$ cat src/rtl/color_track_pkg.sv
// Shared types and helpers for the multi-channel colour tracker.
// Provides the per-channel state enum, the inclusive range compare, and the
// bit-offset helpers used to slice the packed threshold buses {B,G,R}.
package color_track_pkg;

  typedef enum logic [1:0] {IDLE, ARMED, RUN, LOCKED} ch_state_t;

  // Component order inside one channel's threshold slice (R in the LSBs).
  localparam int COMP_R = 0;
  localparam int COMP_G = 1;
  localparam int COMP_B = 2;

  // Widest threshold the range helper accepts; narrower values are
  // zero-extended, which leaves an unsigned compare unchanged.
  localparam int MAX_TB = 16;

  function automatic logic in_range(input logic [MAX_TB-1:0] comp,
                                    input logic [MAX_TB-1:0] lo,
                                    input logic [MAX_TB-1:0] hi);
    // lo > hi can never satisfy both bounds, so such a window never matches.
    return (comp >= lo) && (comp <= hi);
  endfunction

  // LSB of one component bound inside a channel's 3*tb-bit slice.
  function automatic int comp_lsb(input int comp, input int tb);
    return comp * tb;
  endfunction

  // LSB of channel ch's 3*tb-bit slice inside the packed NUM_CH bus.
  function automatic int ch_thr_lsb(input int ch, input int tb);
    return ch * 3 * tb;
  endfunction

endpackage

$ cat src/rtl/color_track_ch.sv
// One colour channel: latched thresholds, match logic, run-length FSM and
// locked-position registers.
// Ports:
//   clk, rst            clock, synchronous active-high reset
//   valid_i             pixel qualifier
//   r_i, g_i, b_i       pixel colour (CW bits)
//   x_i, y_i            pixel position (PW bits)
//   new_frame_i         frame start strobe (latches thresholds, arms channel)
//   end_frame_i         frame end strobe
//   thr_lo_i, thr_hi_i  this channel's {B,G,R} bounds (3*TB bits)
//   active_o            channel is inside a frame (state != IDLE)
//   detect_o            1-cycle pulse after the lock transition
//   x_o, y_o            first pixel of the accepted run
//   found_o             channel locked in the last completed frame
module color_track_ch
  import color_track_pkg::*;
#(
  parameter int CW      = 10,
  parameter int TB      = 5,
  parameter int PW      = 13,
  parameter int MIN_RUN = 4
) (
  input  logic            clk,
  input  logic            rst,
  input  logic            valid_i,
  input  logic [CW-1:0]   r_i,
  input  logic [CW-1:0]   g_i,
  input  logic [CW-1:0]   b_i,
  input  logic [PW-1:0]   x_i,
  input  logic [PW-1:0]   y_i,
  input  logic            new_frame_i,
  input  logic            end_frame_i,
  input  logic [3*TB-1:0] thr_lo_i,
  input  logic [3*TB-1:0] thr_hi_i,
  output logic            active_o,
  output logic            detect_o,
  output logic [PW-1:0]   x_o,
  output logic [PW-1:0]   y_o,
  output logic            found_o
);

  localparam int RW = $clog2(MIN_RUN + 1);
  localparam logic [RW-1:0] RUN_LOCK = RW'(MIN_RUN);
  localparam int R_LSB = comp_lsb(COMP_R, TB);
  localparam int G_LSB = comp_lsb(COMP_G, TB);
  localparam int B_LSB = comp_lsb(COMP_B, TB);

  ch_state_t       state_q;
  logic [RW-1:0]   run_q;
  logic [3*TB-1:0] thr_lo_q, thr_hi_q;
  logic [PW-1:0]   cand_x_q, cand_y_q;
  logic [PW-1:0]   x_q, y_q;
  logic            detect_q, found_q;
  logic            match;

  assign match = in_range(MAX_TB'(r_i[CW-1 -: TB]), MAX_TB'(thr_lo_q[R_LSB +: TB]),
                          MAX_TB'(thr_hi_q[R_LSB +: TB]))
              && in_range(MAX_TB'(g_i[CW-1 -: TB]), MAX_TB'(thr_lo_q[G_LSB +: TB]),
                          MAX_TB'(thr_hi_q[G_LSB +: TB]))
              && in_range(MAX_TB'(b_i[CW-1 -: TB]), MAX_TB'(thr_lo_q[B_LSB +: TB]),
                          MAX_TB'(thr_hi_q[B_LSB +: TB]));

  // NOTE: state is updated with non-blocking assignments only, so every read
  // below sees the value from before this clock edge.
  always_ff @(posedge clk) begin
    if (rst) begin
      state_q  <= IDLE;
      run_q    <= '0;
      thr_lo_q <= '0;
      thr_hi_q <= '0;
      cand_x_q <= '0;
      cand_y_q <= '0;
      x_q      <= '0;
      y_q      <= '0;
      detect_q <= 1'b0;
      found_q  <= 1'b0;
    end else begin
      detect_q <= 1'b0;

      if (end_frame_i && (state_q != IDLE)) begin
        found_q <= (state_q == LOCKED);
        state_q <= IDLE;
        run_q   <= '0;
      end

      // NOTE: when both strobes arrive together the later assignment wins,
      // so end-of-frame bookkeeping happens and the channel still re-arms.
      if (new_frame_i) begin
        thr_lo_q <= thr_lo_i;
        thr_hi_q <= thr_hi_i;
        state_q  <= ARMED;
        run_q    <= '0;
      end else if (valid_i && !end_frame_i) begin
        unique case (state_q)
          ARMED: begin
            if (match) begin
              cand_x_q <= x_i;
              cand_y_q <= y_i;
              run_q    <= RW'(1);
              if (MIN_RUN == 1) begin
                state_q  <= LOCKED;
                detect_q <= 1'b1;
                x_q      <= x_i;
                y_q      <= y_i;
              end else begin
                state_q  <= RUN;
              end
            end
          end
          RUN: begin
            if (!match) begin
              state_q <= ARMED;
              run_q   <= '0;
            end else if (y_i != cand_y_q) begin
              // Matching pixel on another row starts a fresh candidate.
              cand_x_q <= x_i;
              cand_y_q <= y_i;
              run_q    <= RW'(1);
            end else begin
              if (run_q != RUN_LOCK) run_q <= run_q + RW'(1);
              if (run_q + RW'(1) == RUN_LOCK) begin
                state_q  <= LOCKED;
                detect_q <= 1'b1;
                x_q      <= cand_x_q;
                y_q      <= cand_y_q;
              end
            end
          end
          default: ;  // IDLE waits for new_frame; LOCKED ignores pixels
        endcase
      end
    end
  end

  assign active_o = (state_q != IDLE);
  assign detect_o = detect_q;
  assign x_o      = x_q;
  assign y_o      = y_q;
  assign found_o  = found_q;

endmodule

$ cat src/rtl/color_track_multi.sv
// Multi-channel first-run colour detector between the CCD pixel stream and
// the game/display logic. Each channel reports the first pixel of the first
// horizontal run of MIN_RUN matching pixels in a frame.
// Ports:
//   clk, rst                 clock, synchronous active-high reset
//   i_valid                  pixel qualifier
//   i_R, i_G, i_B            pixel colour
//   i_X_pos, i_Y_pos         pixel position
//   new_frame, end_frame     frame strobes
//   i_thr_lo, i_thr_hi       per-channel {B,G,R} bounds, ch0 in LSBs
//   o_detect                 per-channel lock pulse
//   o_X_pos, o_Y_pos         per-channel locked position, ch0 in LSBs
//   o_found                  per-channel lock flags of last completed frame
//   o_frame_done             1-cycle pulse after an end_frame inside a frame
module color_track_multi
  import color_track_pkg::*;
#(
  parameter int NUM_CH  = 2,
  parameter int CW      = 10,
  parameter int TB      = 5,
  parameter int PW      = 13,
  parameter int MIN_RUN = 4
) (
  input  logic                   clk,
  input  logic                   rst,
  input  logic                   i_valid,
  input  logic [CW-1:0]          i_R,
  input  logic [CW-1:0]          i_G,
  input  logic [CW-1:0]          i_B,
  input  logic [PW-1:0]          i_X_pos,
  input  logic [PW-1:0]          i_Y_pos,
  input  logic                   new_frame,
  input  logic                   end_frame,
  input  logic [NUM_CH*3*TB-1:0] i_thr_lo,
  input  logic [NUM_CH*3*TB-1:0] i_thr_hi,
  output logic [NUM_CH-1:0]      o_detect,
  output logic [NUM_CH*PW-1:0]   o_X_pos,
  output logic [NUM_CH*PW-1:0]   o_Y_pos,
  output logic [NUM_CH-1:0]      o_found,
  output logic                   o_frame_done
);

  logic [NUM_CH-1:0] active;
  logic              frame_done_q;

  for (genvar c = 0; c < NUM_CH; c++) begin : g_ch
    color_track_ch #(
      .CW      (CW),
      .TB      (TB),
      .PW      (PW),
      .MIN_RUN (MIN_RUN)
    ) u_ch (
      .clk         (clk),
      .rst         (rst),
      .valid_i     (i_valid),
      .r_i         (i_R),
      .g_i         (i_G),
      .b_i         (i_B),
      .x_i         (i_X_pos),
      .y_i         (i_Y_pos),
      .new_frame_i (new_frame),
      .end_frame_i (end_frame),
      .thr_lo_i    (i_thr_lo[ch_thr_lsb(c, TB) +: 3*TB]),
      .thr_hi_i    (i_thr_hi[ch_thr_lsb(c, TB) +: 3*TB]),
      .active_o    (active[c]),
      .detect_o    (o_detect[c]),
      .x_o         (o_X_pos[c*PW +: PW]),
      .y_o         (o_Y_pos[c*PW +: PW]),
      .found_o     (o_found[c])
    );
  end

  // All channels enter and leave frames together, so any active channel
  // means a frame is open and end_frame closes it.
  always_ff @(posedge clk) begin
    if (rst) frame_done_q <= 1'b0;
    else     frame_done_q <= end_frame && (|active);
  end

  assign o_frame_done = frame_done_q;

endmodule

$ cat config.mk
export PLATFORM = sky130hd
export DESIGN_NAME = color_track_multi
export DESIGN_NICKNAME = d
export VERILOG_FILES = /design/src/rtl/color_track_pkg.sv /design/src/rtl/color_track_ch.sv /design/src/rtl/color_track_multi.sv
export SDC_FILE = /design/constraint.sdc
export NUM_CORES = 1
export LEC_CHECK = 0
export BUFFER_PORTS_ARGS = -buffer_cell sky130_fd_sc_hd__buf_2
export CORE_MARGIN = 2
export CORE_UTILIZATION = 62
export CTS_BUF_LIST = sky130_fd_sc_hd__clkbuf_4 sky130_fd_sc_hd__clkbuf_8
export DETAILED_ROUTE_END_ITERATION = 8
export PLACE_DENSITY = 0.91
export SKIP_LAST_GASP = 1
export SLEW_MARGIN = 0
export SYNTH_ARGS = -nofsm -noshare
export SYNTH_HDL_FRONTEND = slang
export SYNTH_SLANG_ARGS = --single-unit
$ cat constraint.sdc
create_clock -name clk -period 6 [get_ports clk]
set_input_delay 0.9 -clock clk [delete_from_list [all_inputs] [get_ports clk]]
set_output_delay 0.9 -clock clk [all_outputs]
set_load 0.005 [all_outputs]
Word level (Yosys, flattened, before mapping). Cells that the tools add are included.

Add/sub/neg operators: 2. Magnitude comparators: 12. Eq/ne operators: 18. Muxes and demuxes: 48. Bitwise gates (word level): 8. Reductions and logical operators: 27.

Operators by type and width (number): $mux 13 (12); $pmux 13 s2 (4); $mux 3 (12); $ge 5x5->1 (6); $le 5x5->1 (6); $ne 13x13->1 (2); $mux 2 (12); $reduce_and 6->1 (4); $logic_and 1x1->1 (14); $ne 2x1->1 const B (6); $pmux 3 s2 (2); $reduce_or 6->1 (2); $eq 2x2->1 const B (4); $not 1->1 (8); $pmux 2 s2 (2); $reduce_bool 2->1 (4); $add 3x1->3 const B (2); $eq 3x3->1 const B (2); $ne 3x3->1 const B (2); $eq 2x1->1 const B (2); $mux 1 (4); $reduce_or 2->1 (2); $logic_not 1->1 (1).

Bits in registers: 179. Output and inout port bits: 57.

Longest topological paths before layout.
Depth in word-level cells: 9. Gate-level depth with buffers: 11. Gate-level depth less buffers: 9.

Modules after synthesis. A second synthesis with hierarchy kept.

Cells, all modules: 964. Area, all modules: 9311.4 um^2.

Modules (own cells, without submodules): color_track_ch at g_ch[1].u_ch (instances 1, cells an instance 478, area an instance 4652.0 um^2); color_track_ch at g_ch[0].u_ch (instances 1, cells an instance 483, area an instance 4623.2 um^2); color_track_multi (instances 1, cells an instance 3, area an instance 36.3 um^2).

Worst setup path before layout. OpenSTA, ideal clock, no wires.

Path type: in2reg. Start: input i_G[7]. End: register g_ch[0].u_ch.run_q[1]. Setup time: 0.075 ns. Arrival time: 2.730 ns. Required time: 5.925 ns. Slack: 3.196 ns. Stages on the path: 8. Path through: ha_1 o21ai_1 a21oi_1 o31a_1 a2111oi_4 nand2_2 or4_4 o22ai_1.

Cells in the longest elaborated chain, start to end: 7. Elaborated cells on any way between the ends: 9. Those cells by class: 2 x order compare; 4 x mux; 3 x reduce/logical.

RTL lines: start: declaration (RTL line color_track_multi.sv:28) `input logic [CW-1:0] i_G,`; $ge 5x5->1 or $le 5x5->1 (tied branches) (RTL line color_track_pkg.sv:21) `return (comp >= lo) && (comp <= hi);`; $logic_and 1x1->1 * (RTL line color_track_pkg.sv:21); $logic_and 1x1->1 * (RTL line color_track_ch.sv:58) `&& in_range(MAX_TB'(g_i[CW-1 -: TB]), MAX_TB'(thr_lo_q[G_LSB +: TB]),`; $logic_and 1x1->1 * (RTL line color_track_ch.sv:60) `&& in_range(MAX_TB'(b_i[CW-1 -: TB]), MAX_TB'(thr_lo_q[B_LSB +: TB]),`; $mux 3, on equally long branches (RTL line color_track_ch.sv:111, color_track_ch.sv:96); $pmux 3 s2 * (RTL line color_track_ch.sv:94) `unique case (state_q)`; $mux 3 * (RTL line color_track_ch.sv:93) `end else if (valid_i && !end_frame_i) begin`; end signal: assignment (RTL line color_track_ch.sv:120) `if (run_q != RUN_LOCK) run_q <= run_q + RW'(1);`; end: declaration (RTL line color_track_ch.sv:49) `logic [RW-1:0] run_q;`.

Mark *: on every way between the ends. The rest lies on a longest branch, timed or not. A chain may end at the register's enable or synchronous reset.

Worst setup path in the final report.
Start: input i_Y_pos[10]. End: register g_ch[1].u_ch.y_q[1].

Cells in the longest elaborated chain, start to end: 3.

RTL lines: start: declaration (RTL line color_track_multi.sv:31) `input logic [PW-1:0] i_Y_pos,`; $ne 13x13->1 (RTL line color_track_ch.sv:114) `end else if (y_i != cand_y_q) begin`; $not 1->1 (no source line); $reduce_and 6->1 (no source line); end signal: assignment (RTL line color_track_ch.sv:104) `y_q <= y_i;`; end signal: assignment (RTL line color_track_ch.sv:125) `y_q <= cand_y_q;`; end: declaration (RTL line color_track_ch.sv:52) `logic [PW-1:0] x_q, y_q;`.

No other way between the ends.

==> impl_metrics.ini <==
[hold_path]
min_delay_worst_endpoint = g_ch[0].u_ch.found_o$_SDFFE_PP0P_
worstHoldStart = g_ch[0].u_ch.found_o$_SDFFE_PP0P_
min_delay_path_depth = 2
worst_hold_path_type = register to register

[logic_synthesis]
synth-seq-area-share_pct = 40.4
ys_ff_latch = 179
synth.avg_cell_area_sq_um = 9.43
syn_nets = 1135
yosysWarnings = 0
synth_enable_flop_cells = 0
synthesis.area_sq_um = 8860
synthCells = 940
yosys.cell_types.count = 50
async_reset_ff_share_pct = 0
synth-main-ff-cell = sky130_fd_sc_hd__dfxtp_1

[critical_path]
r2r-end = g_ch[1].u_ch.y_o[1]$_SDFFE_PP0P_
critPathArrivalTime_ps = 3370
timing.setup.critical_path_class = primary input to register
critical_path.max_fanout = 26
required_time_of_the_critical_path_ps = 6330
reg2reg_depth = 8
critical_path.endpoint_type = register
worst_setup_start_kind = primary input
rrSetupSlack_ps = 3160
rr_startpoint = g_ch[1].u_ch.cand_y_q[10]$_SDFFE_PP0P_

[clock_tree]
h_tree_depth = 4
postCtsHoldBufs = 0
tritoncts.num_buffers = 17
cts_repair_resize_count = 0
clock_tree_from_tritoncts = yes
clock-root-buffer = sky130_fd_sc_hd__clkbuf_8
clock_tree.buffer_depth = 2
cts.reportedPaths.clkPinSlew_ps = 100
clock_insertion_delay_worst_skew_ps = 470
post_cts_repair_timing_setup_buffer_count = 0
cts.sink_count = 179

[placement]
io_buffer_count = 162
post-dp-hpwl_microns = 14000
dp.cells = 1240
placement.setup.worst_slack_ps = 2500
globalplace.congestion = 0.843

[detailed_routing]
vias = 6871
antenna_violating_nets_post_route = 0
routedWlPerCell_microns = 15.3
vias_per_cell = 5.40
drtPass1Iterations = 5
drt_first_iter_violations = 334
drc = 0
wirelength_microns = 19500

[die]
chipWidth_microns = 124
ioPinCount = 178
die_h_microns = 124
core_area_sq_um = 13900
std_cell_rows = 43
floorplan.initialDensity_pct = 63.6
die_area_sq_um = 15300

[timing]
clock_skew_ps = 14.6
worst_slew_pin_slew_ps = 1070
worst_slack_setup_final_ps = 2960
layout_worst_path_cycle_share_pct = 50.7
timing_hold_violations_final = 0
setup_viol = 0
max_clock_freq_mhz = 329
totalNegativeSetupSlack_ps = 0
maxSlewViolCount = 0
fin_crit_ps = 3040
setup_repair_after_global_routing_missed_its_margin = no
slew_headroom_pct = 28.7

[global_route]
grt_max_degree = 108
global_route_overflow = 0
global_route_usage_over_all_layers_pct = 26.2
grt_pass1_vias = 6633
antenna_found_initial = 1
grt_first_pass_wirelength_microns = 31100

[final_layout]
layout-area-overhead-vs-synth_pct = 14.3
fin_cells = 1273
finish.utilization_pct = 72.7
drive_gt1_share_pct = 19.5
most_frequent_standard_cell_in_the_layout_excluding_fill_and_tap_cells = sky130_fd_sc_hd__dfxtp_1
finalNetCount = 1274
layout.cells.most_common_list = sky130_fd_sc_hd__dfxtp_1, sky130_fd_sc_hd__mux2i_1, sky130_fd_sc_hd__nor2_1, sky130_fd_sc_hd__buf_2, sky130_fd_sc_hd__ha_1

[status]
run_status = finished clean

[job]
maxCapViolations = 0

[power_and_ir_drop]
p_per_area_nw_per_um2 = 231
total_power_mw = 2.34
ir_drop_mv = 0.213
p_leak_nw = 4.90
registers in the layout (all words and copies together) (netlist names):
name / cells
g_ch.u_ch.cand_x_q: 26
g_ch.u_ch.cand_y_q: 26
g_ch.u_ch.detect_o: 2
g_ch.u_ch.found_o: 2
g_ch.u_ch.run_q: 6
g_ch.u_ch.state_q: 4
g_ch.u_ch.thr_hi_q: 30
g_ch.u_ch.thr_lo_q: 30
g_ch.u_ch.x_o: 26
g_ch.u_ch.y_o: 26
o_frame_done: 1
critical path, stage by stage:
cell	delay (ps)
sky130_fd_sc_hd__buf_2	130
sky130_fd_sc_hd__xnor2_1	190
sky130_fd_sc_hd__nand4_1	110
sky130_fd_sc_hd__nor4_1	720
sky130_fd_sc_hd__nand4_1	250
sky130_fd_sc_hd__nor4_2	210
sky130_fd_sc_hd__buf_4	480
sky130_fd_sc_hd__mux2i_1	290
sky130_fd_sc_hd__nor2_1	70
through the flow:
| step | area (sq um) | hold WS [ps] |
|---|---|---|
| final | 10100 | 462 |
| after floorplan | 8860 | 437 |
| after CTS | 10100 | 460 |
| after global routing | 10100 | 480 |
| after detailed placement | 9720 | 446 |
| after global placement | 9720 | 446 |
cell type report:
type | count | area, sq um
Sequential cell | 179 | 3580
Clock inverter | 14 | 161
Tap cell | 180 | 225
Antenna cell | 1 | 2.50
Timing Repair Buffer | 168 | 861
Fill cell | 989 | 3800
Multi-Input combinational cell | 651 | 4820
Clock buffer | 18 | 248
Inverter | 62 | 233
cells in the mapped netlist (2+ instances only):
library cell	instances	share of area [%]
sky130_fd_sc_hd__dfxtp_1	179	40
sky130_fd_sc_hd__mux2i_1	168	19
sky130_fd_sc_hd__nor2_1	162	6.9
sky130_fd_sc_hd__ha_1	74	10
sky130_fd_sc_hd__inv_1	62	2.6
sky130_fd_sc_hd__nand2b_1	62	4.4
sky130_fd_sc_hd__a21oi_1	26	1.5
sky130_fd_sc_hd__clkbuf_1	25	1.1
sky130_fd_sc_hd__nand2_1	22	0.93
sky130_fd_sc_hd__xnor2_1	16	1.6
sky130_fd_sc_hd__o21ai_0	15	0.85
sky130_fd_sc_hd__nand4_1	12	0.85
sky130_fd_sc_hd__xor2_1	11	1.1
sky130_fd_sc_hd__buf_4	9	0.76
sky130_fd_sc_hd__nand3_1	9	0.51
sky130_fd_sc_hd__buf_1	8	0.34
sky130_fd_sc_hd__nor2b_1	7	0.49
sky130_fd_sc_hd__a31oi_1	6	0.42
sky130_fd_sc_hd__and4_1	6	0.59
sky130_fd_sc_hd__nor3_1	6	0.34
sky130_fd_sc_hd__o21ai_1	6	0.34
sky130_fd_sc_hd__a21o_1	5	0.42
sky130_fd_sc_hd__buf_2	4	0.23
sky130_fd_sc_hd__nor4_1	4	0.28
sky130_fd_sc_hd__and2_1	3	0.21
sky130_fd_sc_hd__o2111ai_1	3	0.30
sky130_fd_sc_hd__and3_1	2	0.14
sky130_fd_sc_hd__buf_6	2	0.25
sky130_fd_sc_hd__mux2_2	2	0.25
sky130_fd_sc_hd__o21a_1	2	0.17
sky130_fd_sc_hd__o22ai_1	2	0.14
sky130_fd_sc_hd__o31ai_1	2	0.17
per-layer routing:
| metal | wire length, microns | vias up | global-route usage (%) |
|---|---|---|---|
| met4 | 432 | 0 | 9.45 |
| met3 | 1200 | 33 | 7.47 |
| li1 | - | 3450 | - |
| met1 | 8250 | 3205 | 30.3 |
| met5 | 0 | - | 0 |
| met2 | 9610 | 183 | 45.8 |
worst max path at each step:
stage | startpoint | to | slack (ps) | depth (start not counted)
final | i_Y_pos[10] | g_ch[1].u_ch.y_o[1]$_SDFFE_PP0P_ | 2960 | 9
after CTS | i_Y_pos[10] | g_ch[1].u_ch.y_o[1]$_SDFFE_PP0P_ | 2980 | 9
after global placement | i_Y_pos[10] | g_ch[1].u_ch.x_o[0]$_SDFFE_PP0P_ | 2630 | 9
after floorplan | i_G[7] | g_ch[0].u_ch.run_q[1]$_SDFF_PP0_ | 3200 | 8
after detailed placement | i_Y_pos[10] | g_ch[1].u_ch.y_o[2]$_SDFFE_PP0P_ | 2500 | 9
after global routing | i_G[7] | g_ch[1].u_ch.cand_y_q[7]$_SDFFE_PP0P_ | 2890 | 10
kinds of logic after synthesis:
group	share of synthesized area, %
AO/OA/AOI/OAI	5.90
XOR/XNOR	2.67
buffers and inverters	5.27
flip-flops	40.4
AND/OR/NAND/NOR	16.0
adder cells (fa/ha/maj)	10.4
multiplexers	19.2
where the power goes:
group / total, mW / switching [mW] / leakage, nW / internal, mW
Clock: 0.848 / 0.486 / 0.202 / 0.362
Combinational: 0.268 / 0.149 / 3.25 / 0.120
Sequential: 1.23 / 0.0146 / 1.45 / 1.21
(Power assumes the default switching activity.)
